<file path="src/rtl/alu_seq_unit.sv">
// Execute-stage ALU: single-cycle logic/arithmetic ops plus an iterative
// shift-add multiplier that stalls the pipeline through ready_o for WIDTH cycles.
module alu_seq_unit #(
  parameter int WIDTH   = 32,
  parameter int SHAMT_W = 5
) (
  input  logic             clk_i,
  input  logic             rst_i,
  input  logic             flush_i,
  input  logic             valid_i,
  output logic             ready_o,
  input  logic [3:0]       ctrl_i,
  input  logic [WIDTH-1:0] data1_i,
  input  logic [WIDTH-1:0] data2_i,
  output logic             valid_o,
  output logic [WIDTH-1:0] result_o,
  output logic             zero_o
);

  typedef enum logic {
    IDLE,
    MUL
  } state_t;

  localparam logic [3:0] OP_MUL = 4'd5;

  state_t             state;
  logic [WIDTH-1:0]   mul_a;
  logic [WIDTH-1:0]   mul_b;
  logic [WIDTH-1:0]   acc;
  logic [SHAMT_W-1:0] cnt;

  logic [WIDTH-1:0]   alu_res;
  logic [WIDTH-1:0]   acc_next;
  logic [SHAMT_W-1:0] shamt;
  logic               cnt_last;

  assign ready_o  = (state == IDLE);
  assign shamt    = data2_i[SHAMT_W-1:0];
  assign acc_next = acc + (mul_b[0] ? mul_a : '0);
  assign cnt_last = (cnt == SHAMT_W'(WIDTH - 1));

  // Codes 10-15 (and MUL, which never takes this path) produce zero.
  always_comb begin
    alu_res = '0;
    case (ctrl_i)
      4'd0:             alu_res = data1_i & data2_i;
      4'd1:             alu_res = data1_i ^ data2_i;
      4'd2:             alu_res = data1_i << shamt;
      4'd3, 4'd6, 4'd8: alu_res = data1_i + data2_i;
      4'd4, 4'd9:       alu_res = data1_i - data2_i;
      4'd7:             alu_res = $unsigned($signed(data1_i) >>> shamt);
      default:          alu_res = '0;
    endcase
  end

  // Flush has priority over everything, including the final MUL step.
  always_ff @(posedge clk_i or negedge rst_i) begin
    if (!rst_i) begin
      state    <= IDLE;
      mul_a    <= '0;
      mul_b    <= '0;
      acc      <= '0;
      cnt      <= '0;
      result_o <= '0;
      zero_o   <= 1'b0;
      valid_o  <= 1'b0;
    end else begin
      valid_o <= 1'b0;
      if (flush_i) begin
        state <= IDLE;
        cnt   <= '0;
      end else begin
        case (state)
          IDLE: begin
            if (valid_i) begin
              if (ctrl_i == OP_MUL) begin
                state <= MUL;
                mul_a <= data1_i;
                mul_b <= data2_i;
                acc   <= '0;
                cnt   <= '0;
              end else begin
                result_o <= alu_res;
                zero_o   <= (alu_res == '0);
                valid_o  <= 1'b1;
              end
            end
          end
          MUL: begin
            acc   <= acc_next;
            mul_a <= mul_a << 1;
            mul_b <= mul_b >> 1;
            cnt   <= cnt + 1'b1;
            if (cnt_last) begin
              result_o <= acc_next;
              zero_o   <= (acc_next == '0);
              valid_o  <= 1'b1;
              state    <= IDLE;
              cnt      <= '0;
            end
          end
          default: begin
            state <= IDLE;
            cnt   <= '0;
          end
        endcase
      end
    end
  end

endmodule
</file>
<file path="config.mk">
export PLATFORM = sky130hd
export DESIGN_NAME = alu_seq_unit
export DESIGN_NICKNAME = d
export VERILOG_FILES = /design/src/rtl/alu_seq_unit.sv
export SDC_FILE = /design/constraint.sdc
export NUM_CORES = 1
export LEC_CHECK = 0
export CAP_MARGIN = 40
export CORE_MARGIN = 4
export CORE_UTILIZATION = 30
export DETAILED_ROUTE_END_ITERATION = 10
export HOLD_SLACK_MARGIN = 0.08
export PLACE_DENSITY = 0.47
export SYNTH_ARGS = -nofsm -noshare
export SYNTH_HDL_FRONTEND = slang
export SYNTH_SLANG_ARGS = --single-unit
</file>
<file path="constraint.sdc">
create_clock -name clk_i -period 12.65 [get_ports clk_i]
set_clock_uncertainty 0.05 [all_clocks]
set_input_delay 3.1625 -clock clk_i [delete_from_list [all_inputs] [get_ports clk_i]]
set_output_delay 3.1625 -clock clk_i [all_outputs]
set_load 0.02 [all_outputs]
</file>
-- Word level (Yosys, flattened, before mapping)
Cells that the tools add are included.
- register bits: 136
- input bits: 72
- output and inout bits: 35
- logic and storage cells: 76
- add/subtract/negate cells: 4
- equality and inequality tests: 16
- shifts and indexed selects: 2
- mux-type cells: 34
- bitwise operators: 4
- reductions and logical operators: 8
- operator list (cell ; number):
    32-bit two-way mux ; 10
    32-bit case mux with 2 select lines ; 4
    32-bit case mux with 6 select lines ; 1
    32-bit adder ; 2
    32-bit logical NOT ; 2
    32-bit bitwise AND ; 1
    32-bit by 5-bit << shifter with 32-bit output ; 1
    32-bit by 5-bit >>> shifter with 32-bit output ; 1
    32-bit subtractor ; 1
    32-bit XOR ; 1
    5-bit two-way mux ; 4
    4-bit by 3-bit == test with 1-bit output (second input constant) ; 4
    1-bit two-way mux ; 11
    5-bit case mux with 2 select lines ; 1
    4-bit by 2-bit == test with 1-bit output (second input constant) ; 2
    4-bit == test (second input constant) ; 2
    1-bit case mux with 2 select lines ; 3
    5-bit by 1-bit adder with 5-bit output (second input constant) ; 1
    5-bit == test (second input constant) ; 1
    4-bit by 1-bit == test with 1-bit output (second input constant) ; 1
    4-bit logical NOT ; 1
    2-bit by 1-bit != test with 1-bit output (second input constant) ; 2
    2-bit != test (second input constant) ; 2
    4-bit AND reduction ; 1
    7 further kinds ; 8

-- Depth between registers and ports, before layout
Gate-level depths: netlist (run 1).
- depth in word-level cells: 7
- depth in mapped cells: 25
- depth with buffers taken out: 20

-- Least setup slack after synthesis (run 1)
OpenSTA, ideal clock, no wires.
- path kind: in2reg
- start: input data2_i[1]
- end: register zero_o
- library setup time: 0.066 ns
- data arrival time: 9.063 ns
- data required time: 12.534 ns
- path slack: 3.471 ns
- cell stages on the path: 24
- buffers on the path: 5
- cell sequence: buf_2 inv_1 buf_2 buf_1 clkbuf_1 buf_1 ha_1 nand3_1 or3_1 or3_1 or3_1 o41ai_1 xor2_1 ha_1 a21oi_1 o21bai_1 a21oi_1 o21ai_0 a21oi_1 o211ai_1 or3_1 or4_1 o41ai_1 a31o_1
- word-level cells in the longest chain between the ends: 6
- elaborated cells on any way between the ends: 11
- those cells by class: add/sub (2); shift (2); mux (4); bitwise (2); reduce/logical (1)
- RTL lines (element ; line ; text):
    start: declaration ; 14 ; input logic [WIDTH-1:0] data2_i,
    32-bit subtractor (tied with other cells) ; 51 ; 4'd4, 4'd9: alu_res = data1_i - data2_i;
    32-bit case mux with 6 select lines * ; 46 ; case (ctrl_i)
    32-bit logical NOT * ; 85 ; zero_o <= (alu_res == '0);
    1-bit two-way mux * ; 77 ; if (ctrl_i == OP_MUL) begin
    1-bit two-way mux * ; 76 ; if (valid_i) begin
    1-bit case mux with 2 select lines * ; 74 ; case (state)
    end signal: assignment ; 85 ;
    end signal: assignment ; 97 ; zero_o <= (acc_next == '0);
    end: declaration ; 17 ; output logic zero_o
Every way passes the cells marked *; elsewhere a longest branch is shown, timed or not. The select of a mux whose other input is x is not followed.
A chain may end at the register's enable or synchronous reset.

-- Final worst setup path (run 1)
- start: input ctrl_i[3]
- end: register zero_o
- word-level cells in the longest chain between the ends: 7
- elaborated cells on any way between the ends: 19
- those cells by class: eq/ne (10); mux (4); reduce/logical (5)
- RTL lines (element ; line ; text):
    start: declaration ; 12 ; input logic [3:0] ctrl_i,
    4-bit by 2-bit == test with 1-bit output (tied with other cells) ; 46 ;
    3-bit OR reduction or 2-bit OR reduction (tied branches) ; 46 ;
    32-bit case mux with 6 select lines ; 46 ;
    32-bit logical NOT ; 85 ;
    1-bit two-way mux ; 77 ;
    1-bit two-way mux ; 76 ;
    1-bit case mux with 2 select lines ; 74 ;
Parallel ways exist; a longest one is shown, timed or not. The select of a mux whose other input is x is not followed.

==> out/results.ini, run 1 <==
[route]
vias=15400
drt-pass1-iter-count=6
ant_nets=0
drt-initial-drc-count=1900
drc=0
avgRoutedWirePerCell_microns=27.2
wirelength_mm=70.3
drt-vias-per-instance=5.98

[synth]
synth_area_leaders=dfrtp_1 (22%), mux2i_1 (9.5%), mux4_2 (8.7%), ha_1 (7.9%), o21ai_0 (5.7%)
syn_nets=2029
yosysUniqueCellTypes=83
ys_seq_area_frac=0.219
synth_top_area_frac=0.219
synth_largest_area_cell=dfrtp_1
avgSynthCellArea_sq_um=8.38
synth_edf_count=0
synth_area_sq_mm=0.0156
synth_seq_cells=136
yosysWarnings=0
synthArstFlopShare=1.00
syn_inst=1857
ys.flop_type=dfrtp_1

[global_routing]
grt_pass1_wl_mm=103
grt_pass1_vias=14900
grt_max_degree=82
grt_remaining_overflow=0
antenna_found_initial=7
track_usage=0.247

[pwr]
swShare=0.415
p_leak_nw=7.57
p_sw_mw=0.799
peakVddDrop_mv=0.103
p_comb_frac=0.427
power.density_mw_per_mm2=107
p_int_mw=1.13
pwr-share-clk=0.274
seqPwrFrac=0.299

[critical_path]
cp_slowest_cell=clkdlybuf4s50_1
r2r-end=zero_o
r2r-start=mul_b[0]
cp_max_fo=24
crit_path_start_kind=primary input
max_stage_delay_ns=0.72
r2r_setup_slack_ns=7.86
end_kind=flop
cp_cell_sequence=clkdlybuf4s50_1 -> or3b_2 -> a21o_1 -> o21ai_0 -> inv_1 -> ha_1 -> nand2b_1 -> a211oi_1 -> o21ai_0 -> o31ai_1 -> xor2_1 -> a2111oi_0 -> o211ai_1 -> or4_1 -> or4_1 -> o41ai_1 -> a31o_1
r2r.worst_path.cells=15
critPathKind=primary input to flop
cp_data_required_time_ns=13.01
cp.arrival_ns=9.46

[placement]
port_buffers=106
gp_congestion=0.977
dp_hpwl_mm=52.8
dp_cells=2548

[clocking]
root_buffer=clkbuf_16
clkSinkCount=136
cts_max_path_buffers=2
cts_buffers=17
postCtsHoldBufs=0
clkSlewWorstSetupHoldPaths_ns=0.06
tritoncts=yes
cts-resized-gates=0
htreeDepth=4
post_cts_buffers=0
clk_latency_ns=0.49

[layout]
area_growth_pct=15.2
register_area_sq_mm=0.00341
fill_cells=5383
nets=2059
fin_cells=2581
multi_input_area_sq_mm=0.0115
drive_above_1_share=0.104

[sta]
hold_viol=0
worst_slew_pin_slew_ns=0.942
finalSetupTns_ns=0
min_period_over_period=0.719
drv_slew=0
period_needed_ns=9.10
slew-limit-headroom=0.370
rsz0062_at_grt=no
max_freq_ghz=0.110
finalSetupViolCount=0

[die]
fp.dieW_microns=236
fp.dieArea_sq_mm=0.0556
floorplan.initialDensity=0.303
design.core.area_sq_mm=0.0513
rows=83
ioPinCount=107
fp.dieH_microns=236

[flow_run]
drv_cap=0

[min_path]
min_to=result_o[8]
hp-class=flop to flop
holdCritStartpoint=result_o[8]
hold_path_depth=2

[outcome]
status=finished clean

-- layout make-up --
cell class / instances / share of cell area
antenna: 1 / 0.000140
clock buffer: 18 / 0.0239
clock inverter: 14 / 0.00914
inverter: 31 / 0.00649
multi-input combinational: 1542 / 0.639
sequential: 136 / 0.190
tap: 680 / 0.0474
timing repair buffer: 159 / 0.0837
-- cell usage after synthesis (all sizes together), types with 30 or more instances --
master and instances:
a21oi 105, xor2 42, nor3 33, mux2i 148, mux4 60, clkbuf 118, nor2 127, o21ai 178
a22o 32, inv 31, dfrtp 136, nand3 37, buf 30, and2 40, xnor2 32, ha 98
mux2 35, a21o 30, nand2 229
-- cell usage in the layout, fill, tap and decap left out, drive strengths merged, types with 9 or more instances in the layout --
master,count
nand2,229
o21ai,178
mux2i,148
dfrtp,136
nor2,127
a21oi,105
clkdlybuf4s50,102
ha,98
mux4,60
buf,57
xor2,42
and2,40
nand3,37
inv,37
mux2,35
nor3,33
xnor2,32
a22o,32
a21o,30
or3,21
o211ai,21
a211oi,19
nand4,19
o31ai,18
clkbuf,18
a31oi,16
nor4,13
o21bai,12
o22ai,11
nand2b,10
and3,9
-- how the worst max path moves through the flow --
stage	startpoint	end	slack, ns	cells after the start
6_report	ctrl_i[3]	zero_o	3.55	17
2_1_floorplan	data2_i[1]	zero_o	3.47	24
4_1_cts	ctrl_i[3]	zero_o	3.72	17
3_5_place_dp	ctrl_i[3]	zero_o	3.22	17
3_3_place_gp	ctrl_i[3]	zero_o	3.19	17
5_1_grt	ctrl_i[3]	zero_o	3.11	17
-- registers in the layout (all words and copies together) (netlist names) --
name	count
state	1
mul_b	32
result_o	32
mul_a	32
acc	32
zero_o	1
cnt	5
valid_o	1
-- critical path, delay by kind of cell --
family                     cells  cell delay (ns)
AOI/OAI and AO/OA              9             3.40
xor gates and xnor gates       1             0.16
adders and majority gates      1             0.28
buffers and inverters          2             0.80
and+or+nand+nor                4             1.66
-- cell families after synthesis --
group / synth area share
flip-flops: 0.219
multiplexers: 0.207
buffers and inverters: 0.0474
AO/OA/AOI/OAI: 0.231
adder cells (fa/ha/maj): 0.0813
XOR/XNOR: 0.0416
AND/OR/NAND/NOR: 0.173
-- power groups by stage --
stage	sequential (mW)	combinational (mW)	clock [mW]
finish	0.577	0.822	0.528
global route	0.589	0.888	0.561
CTS	0.578	0.813	0.544
detailed placement	0.586	0.810	0
global placement	0.588	0.793	0
floorplan	0.592	0.474	0
-- metrics by stage --
step | cell area (sq um) | setup slack, ns | hold slack (ns) | util | power, mW
3_3_place_gp | 17200 | 3.19 | 0.410 | 0.335 | 1.38
6_report | 17900 | 3.55 | 0.425 | 0.350 | 1.93
2_1_floorplan | 15600 | 3.47 | 0.388 | - | 1.07
5_1_grt | 17900 | 3.11 | 0.450 | 0.350 | 2.04
4_1_cts | 17900 | 3.72 | 0.436 | 0.350 | 1.93
3_5_place_dp | 17300 | 3.22 | 0.420 | 0.338 | 1.40
-- per-layer routing --
layer  share of wire  vias up  track usage  wire [microns]
met5         0.00017        -            0              12
met4           0.031        2       0.0769            2200
met3           0.073      130       0.0395            5100
met2            0.44      715        0.383           31200
met1            0.45     7555        0.354           31800
li1                -     7037            -               -
No activity file was read; power rests on OpenSTA's default activity.
==> run 2: changes to the inputs <==
- clock period: 12.65 -> 8.7 ns (I/O delays scaled with it)
==> out/results.ini, run 2 (same netlist as run 1, synthesis figures left out) <==
[outcome]
status=finished clean

[clocking]
clkSinkCount=136  ; unchanged
post_cts_buffers=0  ; unchanged
cts_max_path_buffers=2  ; unchanged
clk_latency_ns=0.48  ; about the same
tritoncts=yes
clkSlewWorstSetupHoldPaths_ns=0.07  ; about the same
cts_buffers=17  ; unchanged
root_buffer=clkbuf_16
cts-resized-gates=0  ; unchanged
postCtsHoldBufs=0  ; unchanged
htreeDepth=4  ; unchanged

[layout]
final_common_cell=nand2_1
multi_input_area_sq_mm=0.0115  ; about the same
area_growth_pct=15.7
fill_cells=5395  ; +0.22%
register_area_sq_mm=0.00341  ; unchanged
nets=2074  ; +0.73%
drive_above_1_share=0.112  ; +0.00754
final_cell_mix=nand2_1 (229), o21ai_0 (177), mux2i_1 (148)

[sta]
rsz0062_at_grt=no
min_period_over_period=0.884
max_freq_ghz=0.130
finalSetupTns_ns=0  ; unchanged
finalSetupViolCount=0  ; unchanged
hold_viol=0  ; unchanged
slew-limit-headroom=0.376  ; +0.00576
drv_slew=0  ; unchanged
period_needed_ns=7.69
worst_slew_pin_slew_ns=0.933  ; -0.00861 ns

[global_routing]
grt_max_degree=82  ; unchanged
grt_pass1_wl_mm=106  ; +2.1%
antenna_found_initial=1  ; -6
track_usage=0.250  ; +0.00353
grt_pass1_vias=15300  ; +2.5%
grt_remaining_overflow=0  ; unchanged

[die]
design.core.area_sq_mm=0.0513  ; unchanged
ioPinCount=107  ; unchanged
fp.dieW_microns=236  ; unchanged
rows=83  ; unchanged
floorplan.initialDensity=0.303  ; unchanged
fp.dieH_microns=236  ; unchanged
fp.dieArea_sq_mm=0.0556  ; unchanged

[critical_path]
cp_data_required_time_ns=9.07  ; -3.94 ns
crit_path_start_kind=primary input
r2r_setup_slack_ns=3.63  ; -4.23 ns
cp_max_fo=24  ; unchanged
end_kind=flop
cp.arrival_ns=8.06  ; -1.40 ns
critPathKind=primary input to flop

[pwr]
peakVddDrop_mv=0.167  ; +62%
p_leak_nw=7.64  ; +0.89%
total_power_mw=2.80  ; +45%
power.density_mw_per_mm2=156  ; +45%

[placement]
gp_congestion=1.02  ; +4.7%
port_buffers=106  ; unchanged
dp_hpwl_mm=54.7  ; +3.5%

[min_path]
hp-class=flop to flop

[route]
wirelength_mm=71.5  ; +1.8%
drt-initial-drc-count=1573  ; -17%
avgRoutedWirePerCell_microns=27.6  ; +1.2%
drt-vias-per-instance=6.03  ; +0.88%
drt-pass1-iter-count=6  ; unchanged
drc=0  ; unchanged
ant_nets=0  ; unchanged
vias=15700  ; +1.5%

[flow_run]
drv_cap=0  ; unchanged

==> run 2: cell type report <==
type                    instances  share of cell area
clock inverters                14             0.00764
repair buffers                174              0.0885
well taps                     680              0.0472
inverters                      31             0.00646
clock buffers                  18              0.0244
flip-flops and latches        136               0.189
diodes                          1            0.000139
multi-input cells            1542               0.636
==> run 2: per-layer routing <==
metal	share of wire	GRT usage	vias to the layer above	routed length, microns
met1	0.46	0.352	7752	32700
li1	-	-	7083	-
met5	0	0	-	0
met2	0.44	0.382	708	31400
met3	0.066	0.0505	123	4740
met4	0.038	0.0924	0	2710
==> run 2: power breakdown <==
group	leakage, nW	switching, mW	internal [mW]
logic	5.57	0.752	0.462
registers	1.79	0.0825	0.755
clock network	0.278	0.342	0.407
total	7.64	1.18	1.62
==> run 2: stage by stage <==
step / cell area, sq um / hold slack [ns] / worst slack [ns] / cells / utilization
floorplan: 15600 / 0.388 / 0.508 / 1857 / -
global placement: 17300 / 0.409 / 0.572 / 2555 / 0.338
detailed placement: 17400 / 0.420 / 0.711 / 2563 / 0.340
CTS: 18000 / 0.435 / 1.21 / 2595 / 0.351
global route: 18000 / 0.450 / 0.835 / 2595 / 0.351
finish: 18000 / 0.426 / 1.01 / 2596 / 0.351
==> run 2: path summary, 6_finish.rpt <==
check,start,to,depth (start not counted)
min in group asynchronous,rst_i,acc[5],1
max in group asynchronous,rst_i,mul_b[11],2
max reg2reg,mul_b[0],zero_o,16
min reg2reg,result_o[4],result_o[4],2
min,result_o[4],result_o[4],2
max,ctrl_i[2],zero_o,18
==> run 2: critical path, cell delays in order <==
cell and delay (ns):
clkdlybuf4s50_1 0.46, or3b_2 0.47, a21o_1 0.19, buf_4 0.21, o21ai_0 0.34, inv_1 0.09
ha_1 0.28, nand2b_1 0.08, a21oi_1 0.16, xor2_1 0.10, a222oi_1 0.63, o221ai_1 0.45
or4_1 0.55, a2111o_1 0.35, or4_1 0.54, or4_1 0.42, o41ai_1 0.41, a31o_1 0.15
==> run 3: changes to the inputs <==
- ABC_AREA: default -> 1
- CAP_MARGIN: 40 -> 20
==> out/results.ini, run 3 <==
[outcome]
status=finished clean

[placement]
port_buffers=106  ; unchanged
dp_hpwl_mm=60.5  ; +11%
gp_congestion=0.971  ; -5.1%
placed_area_sq_mm=0.0180  ; +3.2%

[critical_path]
critPathKind=primary input to flop
crit_top_cell=nand2_1
r2r-start=mul_b[0]
crit_path_start_kind=primary input
cp_data_required_time_ns=9.04  ; -0.03 ns
critPathLaunch=data2_i[0]
max_stage_delay_ns=0.47  ; -0.16 ns
cp.arrival_ns=6.92  ; -1.14 ns
end_kind=flop
cp_slowest_cell=clkdlybuf4s50_1
cp_max_fo=32  ; +33%

[synth]
synthArstFlopShare=1.00  ; unchanged
syn_nets=3020  ; +49%
synth_top_area_frac=0.250  ; +0.0310
synth_common_cells=nand2_1 (1087), nand3_1 (403), inv_1 (295)
ys.flop_type=dfrtp_1
avgSynthCellArea_sq_um=5.74  ; -32%
syn_inst=2848  ; +53%
synth_area_sq_mm=0.0163  ; +5.0%
ys_seq_area_frac=0.208  ; -0.0104
synth_largest_area_cell=nand2_1
yosysWarnings=0  ; unchanged
synth_area_leaders=nand2_1 (25%), dfrtp_1 (21%), nand3_1 (12%), ha_1 (7.5%), inv_1 (6.8%)
synth_edf_count=0  ; unchanged
synth_seq_cells=136  ; unchanged
yosysMostFrequentCell=nand2_1
yosysUniqueCellTypes=48  ; -42%

[clocking]
htreeDepth=4  ; unchanged
cts-resized-gates=0  ; unchanged
clkSlewWorstSetupHoldPaths_ns=0.06  ; about the same
postCtsHoldBufs=0  ; unchanged
cts_max_path_buffers=2  ; unchanged
cts_buffers=17  ; unchanged
root_buffer=clkbuf_16
post_cts_buffers=0  ; unchanged
clkSinkCount=136  ; unchanged
clk_latency_ns=0.46  ; -0.02 ns
tritoncts=yes

[layout]
finish.utilization=0.344  ; -0.00684
final_area_sq_mm=0.0186  ; +3.1%
register_area_sq_mm=0.00341  ; unchanged
multi_input_area_sq_mm=0.0112  ; -2.0%
area_growth_pct=13.6
nets=3064  ; +48%
drive_above_1_share=0.0382  ; -0.0735
final_common_cell=nand2_1
final_cell_mix=nand2_1 (1087), nand3_1 (403), inv_1 (295)
fill_cells=6124  ; +14%
n_antenna_cell=0  ; -1

[pwr]
peakVddDrop_mv=0.147  ; -12%
p_leak_nw=9.74  ; +27%
total_power_mw=3.16  ; +13%
power.density_mw_per_mm2=170  ; +9.4%

[sta]
period_needed_ns=6.58  ; -1.11 ns
slew-limit-headroom=0.309  ; -0.0670
hold_viol=0  ; unchanged
finalSetupViolCount=0  ; unchanged
min_period_over_period=0.756  ; -0.128
fin_hold_ws_ns=0.430  ; +0.00393 ns
worst_slew_pin_slew_ns=1.03  ; +0.100 ns
rsz0062_at_grt=no
finalSetupTns_ns=0  ; unchanged
max_freq_ghz=0.152  ; +17%
drv_slew=0  ; unchanged

[global_routing]
grt_pass1_wl_mm=113  ; +7.5%
antenna_found_initial=0  ; -1
track_usage=0.258  ; +0.00765
grt_max_degree=74  ; -9.8%
grt_pass1_vias=17900  ; +17%
grt_remaining_overflow=0  ; unchanged

[route]
vias=18900  ; +20%
drt-vias-per-instance=5.25  ; -13%
drt-pass1-iter-count=6  ; unchanged
drc=0  ; unchanged
ant_nets=0  ; unchanged
drt-initial-drc-count=1545  ; -1.8%
wirelength_mm=75.4  ; +5.4%
avgRoutedWirePerCell_microns=21.0  ; -24%

[flow_run]
drv_cap=0  ; unchanged

[min_path]
holdCritStartpoint=result_o[2]
hp-class=flop to flop

[die]
fp.dieArea_sq_mm=0.0583  ; +4.8%
fp.dieW_microns=241  ; +2.4%
rows=85  ; +2.4%
fp.dieH_microns=241  ; +2.4%
ioPinCount=107  ; unchanged
floorplan.initialDensity=0.303  ; -0.000326
design.core.area_sq_mm=0.0539  ; +5.1%

==> run 3: cell count changes after synthesis, sizes merged, moves of 48 or more <==
cell    previous run  this run
clkbuf           118        67
mux2i            148         0
nand2            229      1088
inv               31       304
mux4              60         0
o21ai            178        70
nor2             127       260
a31oi             16        64
nand3             37       405
==> run 3: report_power, final <==
group | leakage (nW) | total, mW | switching [mW] | internal, mW
clock network | 0.249 | 0.681 | 0.296 | 0.385
registers | 1.68 | 0.885 | 0.106 | 0.779
logic | 7.81 | 1.59 | 1.05 | 0.541
==> run 3: worst paths after layout <==
check	end	slack, ns	depth (start not counted)
min in group asynchronous	acc[29]	1.64	1
hold reg to reg	result_o[2]	0.43	2
hold / removal	result_o[2]	0.43	2
setup reg to reg	zero_o	4.95	21
max in group asynchronous	result_o[1]	5.48	2
setup / recovery	zero_o	2.12	29
==> run 3: cell type report <==
type / count / area share
flip-flops and latches: 136 / 0.184
clock inverters: 12 / 0.00566
well taps: 696 / 0.0469
inverters: 309 / 0.0626
repair buffers: 142 / 0.0730
clock buffers: 17 / 0.0229
multi-input cells: 2286 / 0.605
==> run 3: critical path: cells and delay by family <==
family | cells | cell delay [ns]
fa+ha+maj | 2 | 0.66
compound gates | 2 | 0.35
simple gates | 20 | 2.58
xor+xnor | 1 | 0.12
buf+inv | 4 | 1.02
==> run 3: per-stage QoR <==
step                      worst slack, ns  instances
after floorplan                      3.20       2848
after global placement               1.67       3567
after detailed placement             1.67       3567
after CTS                            2.16       3596
after global routing                 1.61       3598
final                                2.12       3598
==> run 3: cells by family (layout without fill, tap and decap cells) <==
family,Yosys count,in the layout,synth area share
adders and majority gates,100,100,0.0775
buffers and inverters,426,480,0.105
DFF,136,136,0.208
AOI/OAI and AO/OA,305,305,0.116
xor gates and xnor gates,49,49,0.0267
and+or+nand+nor,1832,1832,0.466
==> run 3: per-layer routing <==
metal	GRT usage	up-vias	share of wire	routed length, microns
met3	0.0278	116	0.042	3180
met1	0.343	8872	0.45	34200
met2	0.437	579	0.47	35100
met5	0	-	0	0
met4	0.0902	0	0.038	2900
li1	-	9310	-	-
